===== config.mk =====
export PLATFORM = sky130hd
export DESIGN_NAME = lcg_stim_gen
export DESIGN_NICKNAME = d
export VERILOG_FILES = /design/src/rtl/lcg_stim_gen.sv
export SDC_FILE = /design/constraint.sdc
export NUM_CORES = 2
export LEC_CHECK = 0
export CORE_ASPECT_RATIO = 0.75
export CORE_MARGIN = 4
export CORE_UTILIZATION = 35
export CTS_CLUSTER_DIAMETER = 30
export CTS_CLUSTER_SIZE = 20
export DETAILED_ROUTE_END_ITERATION = 7
export PLACE_DENSITY_LB_ADDON = 0.3
export RECOVER_POWER = 100
export SLEW_MARGIN = 20
export SYNTH_ARGS = -nofsm -noshare
export SYNTH_HDL_FRONTEND = slang
export SYNTH_SLANG_ARGS = --single-unit

===== constraint.sdc =====
create_clock -name clk -period 25 [get_ports clk]
set_clock_uncertainty 0.05 [all_clocks]
set_input_delay 3.75 -clock clk [delete_from_list [all_inputs] [get_ports clk]]
set_output_delay 3.75 -clock clk [all_outputs]
set_load 0.01 [all_outputs]

===== src/rtl/lcg_stim_gen.sv =====
// lcg_stim_gen: LCG-driven stimulus source with valid/ready handshake, run count, seed reload and abort.
// Define LCG_STIM_SIG_EN to add a rotating-XOR run signature on sig_out.
module lcg_stim_gen #(
  parameter int          OUT_W        = 136,
  parameter int          CNT_W        = 32,
  parameter logic [31:0] SEED_DEFAULT = 32'h8BE5_D6D5
) (
  input  logic             clk,
  input  logic             rst_n,
  input  logic             seed_load,
  input  logic [31:0]      seed_in,
  input  logic             start,
  input  logic [CNT_W-1:0] cycles_in,
  input  logic             abort,
  output logic [OUT_W-1:0] stim_flat,
  output logic             stim_valid,
  input  logic             stim_ready,
  output logic [CNT_W-1:0] vec_count,
  output logic             busy,
  output logic             done,
  output logic [31:0]      sig_out
);
  // state | meaning
  // IDLE  | no run active; seed_load and start accepted
  // RUN   | presenting vectors; stim_valid is high throughout
  // DONE  | run completed; done held until the next start or abort

  localparam int          LANES   = (OUT_W + 31) / 32;
  localparam logic [31:0] LCG_MUL = 32'h41C6_4E6D;
  localparam logic [31:0] LCG_INC = 32'h0000_3039;

  typedef enum logic [1:0] {S_IDLE, S_RUN, S_DONE} state_t;

  state_t             r_state;
  state_t             w_state_nxt;
  logic [31:0]        r_lcg;
  logic [OUT_W-1:0]   r_stim_flat;
  logic               r_stim_valid;
  logic [CNT_W-1:0]   r_vec_count;
  logic [CNT_W-1:0]   r_remaining;
  logic               r_done;

  logic               w_xfer;
  logic               w_ctrl_open;
  logic               w_start_go;
  logic [31:0]        w_lcg_base;
  logic [31:0]        w_chain;
  logic [32*LANES-1:0] w_lanes;
  logic [OUT_W-1:0]   w_next_vec;
  logic [31:0]        w_lcg_end;

  assign w_xfer      = r_stim_valid & stim_ready;
  assign w_ctrl_open = (r_state != S_RUN);
  assign w_start_go  = w_ctrl_open & start & ~abort;
  // A same-cycle seed_load feeds the first vector of the new run directly.
  assign w_lcg_base  = (w_ctrl_open && seed_load) ? seed_in : r_lcg;

  always_comb begin
    w_chain = w_lcg_base;
    w_lanes = '0;
    for (int k = 0; k < LANES; k++) begin
      w_chain = w_chain * LCG_MUL + LCG_INC;
      w_lanes[32*k +: 32] = w_chain;
    end
  end

  // The top lane always holds the full final LCG state, even when truncated in the vector.
  assign w_next_vec = w_lanes[OUT_W-1:0];
  assign w_lcg_end  = w_lanes[32*LANES-1 -: 32];

  always_ff @(posedge clk or negedge rst_n) begin
    if (!rst_n) r_state <= S_IDLE;
    else        r_state <= w_state_nxt;
  end

  always_comb begin
    w_state_nxt = r_state;
    case (r_state)
      S_IDLE, S_DONE: if (start) w_state_nxt = S_RUN;
      S_RUN:          if (w_xfer && (r_remaining == '0)) w_state_nxt = S_DONE;
      default:        w_state_nxt = S_IDLE;
    endcase
    if (abort) w_state_nxt = S_IDLE;
  end

  always_ff @(posedge clk or negedge rst_n) begin
    if (!rst_n) begin
      r_lcg        <= SEED_DEFAULT;
      r_stim_flat  <= '0;
      r_stim_valid <= 1'b0;
      r_vec_count  <= '0;
      r_remaining  <= '0;
      r_done       <= 1'b0;
    end else if (abort) begin
      r_stim_valid <= 1'b0;
      r_done       <= 1'b0;
      if (w_xfer) r_vec_count <= r_vec_count + CNT_W'(1);
    end else if (w_ctrl_open) begin
      if (seed_load) r_lcg <= seed_in;
      if (start) begin
        r_remaining  <= cycles_in;
        r_vec_count  <= '0;
        r_done       <= 1'b0;
        r_stim_flat  <= w_next_vec;
        r_stim_valid <= 1'b1;
        r_lcg        <= w_lcg_end;
      end
    end else if (w_xfer) begin
      r_vec_count <= r_vec_count + CNT_W'(1);
      if (r_remaining == '0) begin
        r_stim_valid <= 1'b0;
        r_done       <= 1'b1;
      end else begin
        r_remaining <= r_remaining - CNT_W'(1);
        r_stim_flat <= w_next_vec;
        r_lcg       <= w_lcg_end;
      end
    end
  end

`ifdef LCG_STIM_SIG_EN
  logic [31:0]         r_sig;
  logic [31:0]         w_fold;
  logic [32*LANES-1:0] w_flat_ext;

  always_comb begin
    w_flat_ext = '0;
    w_flat_ext[OUT_W-1:0] = r_stim_flat;
    w_fold = '0;
    for (int k = 0; k < LANES; k++) w_fold = w_fold ^ w_flat_ext[32*k +: 32];
  end

  always_ff @(posedge clk or negedge rst_n) begin
    if (!rst_n)          r_sig <= '0;
    else if (w_start_go) r_sig <= '0;
    else if (w_xfer)     r_sig <= {r_sig[30:0], r_sig[31]} ^ w_fold;
  end

  assign sig_out = r_sig;
`else
  assign sig_out = '0;
`endif

  assign stim_flat  = r_stim_flat;
  assign stim_valid = r_stim_valid;
  assign vec_count  = r_vec_count;
  assign busy       = (r_state == S_RUN);
  assign done       = r_done;

endmodule


==> out/metrics.cfg <==
[finish]
final_util_pct=47.8
nets=9017
syn_to_final_growth_pct=35.9
design_area_um2=74000
fillers=14400
drive_gt1_share_pct=25.9

[clock_network]
cts-root-buf=clkbuf_16
cts_tree=done
cts.sinks=232
cts_htree_levels=3
cts_buffers=66
worstSkewPairLatency_ns=0.67
clk_path_buf_depth=3
clkTransAtPathRegs_ns=0.04

[timing]
finalSetupTns_ns=-43.91
drv_slew=425
setup_viol=19
max_slew_margin_pct=-214
grt_setup_unrepaired=yes
finalHoldViolCount=0
worst_pin_slew_ns=4.71
setup_ws_ns=-3.91
final.min_clock_period_ns=28.91
post-route-period-util_pct=116
max_freq_mhz=34.6

[drt]
viasPerCell=4.60
first_iter_violations=2301
post-route-drc-count=0
wl_um=171000
final_antenna_net_count=0
dr.pass1.iters=7
wl_per_cell_um=18.8
vias=41900

[synthesis]
ys_warn_count=0
ys_ff_latch=232
synth_cells=5661
async_reset_ff_share_pct=100
synthAdderAreaFrac_pct=57.4
ys.flop_type=dfrtp_1
synth_area_um2=54500
synthMuxAreaShare_pct=0.774
post_synth_num_cell_types=85
synth_xor_area_share_pct=5.45
seq_area_frac_synth_pct=10.7
synth_top_family_by_area=adder cells
synth_compound_area_share_pct=7.17
synth-edff-count=0
syn_avg_cell_area_um2=9.63
synth-simple-area-share_pct=6.01

[setup_path]
path_max_fanout=7
cpLargestDelayFamily=adder cells
cp_common_cell=fa_1
start_kind=input port
crit_slowest_cell=fa_2
critical_path_buf_inv_count=28
path_class=input port to flip-flop
worst_setup_path_end_kind=flip-flop
cpPeakStageDelay_ns=0.57
critPathArrivalTime_ns=29.42
cp_data_required_time_ns=25.51

[global_route]
grt_overflow=0
grt.total_usage_pct=21.4
grt_antenna_before_repair=5
grt_max_degree=98
grt_pass1_vias=45400
grt_pass1_wl_um=265000

[floorplan]
die_h_um=350
dieArea_um2=162000
dieWidth_um=464
io-pin-count=273
row_count=125
core_um2=155000
start_util_pct=35.2

[run]
drv_cap=8

[placement]
gp_congestion=0.950
preCtsSetupSlack_ns=-5.68
port-buffer-count=240
dp_hpwl_um=148000
place_area_um2=67700

[outcome]
outcome=complete, but fails checks
violations=capacitance limit, slew limit, setup timing

[min_path]
hold_class=flip-flop to flip-flop

==> through the flow <==
stage | hold slack, ns | cells
6_report | 0.415 | 9096
5_1_grt | 0.436 | 9095
4_1_cts | 0.426 | 9028
3_5_place_dp | 0.414 | 8846
3_3_place_gp | 0.413 | 8846
2_1_floorplan | 0.395 | 5692
==> layout make-up <==
class | instances | area, um2 | area share, %
sequential | 232 | 5830 | 7.87
inverter | 1653 | 6230 | 8.42
clock inverter | 37 | 607 | 0.820
clock buffer | 83 | 1770 | 2.38
multi-input combinational | 3699 | 45900 | 62.0
timing repair buffer | 1356 | 11100 | 15.0
antenna | 4 | 10.0 | 0.0135
tap | 2032 | 2540 | 3.43
==> cell usage after synthesis (16+ instances only) <==
cell type | count | area share, %
or3_1 | 17 | 0.20
a21o_1 | 51 | 0.70
dfrtp_1 | 213 | 9.8
inv_1 | 1651 | 11
nand2_1 | 363 | 2.5
ha_1 | 1001 | 23
fa_1 | 938 | 34
a21oi_1 | 188 | 1.7
a31oi_1 | 20 | 0.23
buf_4 | 37 | 0.51
nand2b_1 | 22 | 0.25
dfstp_2 | 19 | 0.92
o21ai_0 | 220 | 2.0
xor2_1 | 89 | 1.4
xnor2_1 | 216 | 3.5
clkbuf_1 | 39 | 0.27
nor3_1 | 34 | 0.31
nor2_1 | 137 | 0.94
and2_1 | 16 | 0.18
nand3_1 | 57 | 0.52
o21a_1 | 22 | 0.30
o21bai_1 | 23 | 0.32
mux2i_1 | 32 | 0.59
buf_2 | 26 | 0.24
nand4_1 | 19 | 0.22
==> kinds of logic after synthesis <==
group           after synthesis
compound gates              637
xor+xnor                    319
simple gates                731
flops                       232
mux                          41
fa+ha+maj                  1939
other cells                   1
buf+inv                    1761
==> worst reg2reg max path, delay by kind of cell, from the launching register on <==
kind	cells	cell delay, ns
AO/OA/AOI/OAI	10	1.57
XOR/XNOR	16	2.56
adder cells (fa/ha/maj)	43	17.20
buffers and inverters	27	1.67
flip-flops	1	0.37
multiplexers	1	0.33
AND/OR/NAND/NOR	13	2.49
==> placed cells by master, fill, tap and decap left out, drive strengths merged, types with 32 or more instances in the layout <==
cell type / instances
a21o: 51
a21oi: 189
buf: 1110
clkbuf: 91
clkdlybuf4s50: 50
conb: 32
dfrtp: 213
dlygate4sd3: 173
fa: 938
ha: 1001
inv: 1658
mux2i: 32
nand2: 365
nand3: 57
nor2: 137
nor3: 34
o21ai: 221
xnor2: 218
xor2: 90
==> flip-flops by register name, indices dropped and copies added (netlist names) <==
name	cells
done	1
r_lcg	32
r_remaining	32
r_state	2
stim_flat	132
stim_valid	1
vec_count	32
==> path summary, 6_finish.rpt <==
| path | startpoint | endpoint | slack [ns] | cells past startpoint |
|---|---|---|---|---|
| setup / recovery | seed_load | r_lcg[31] | -3.91 | 110 |
| hold / removal | stim_flat[88] | stim_flat[88] | 0.42 | 2 |
| setup reg to reg | r_state[1] | r_lcg[31] | -1.35 | 110 |
| hold reg to reg | stim_flat[88] | stim_flat[88] | 0.42 | 2 |
| max in group asynchronous | rst_n | stim_flat[40] | 10.81 | 4 |
| min in group asynchronous | rst_n | r_remaining[11] | 4.70 | 1 |
==> timing repair <==
action / in CTS / in global routing
pin swaps: 257 / 218
hold buffers: 0 / 0
setup buffers: 63 / 79
gates resized for setup: 322 / 299
endpoints found under the setup margin: 23 / 24
==> per-layer routing <==
metal | vias up | global-route usage (%) | part of all wire (%)
met2 | 864 | 33.6 | 45
met3 | 168 | 5.17 | 6.6
met1 | 20800 | 29.5 | 46
met4 | 0 | 5.92 | 2.7
met5 | - | 0 | 0
li1 | 20100 | - | -
Power is left out: the tool's default activity adds up to more than one toggle a clock period on the data nets, which glitch-free logic cannot reach.
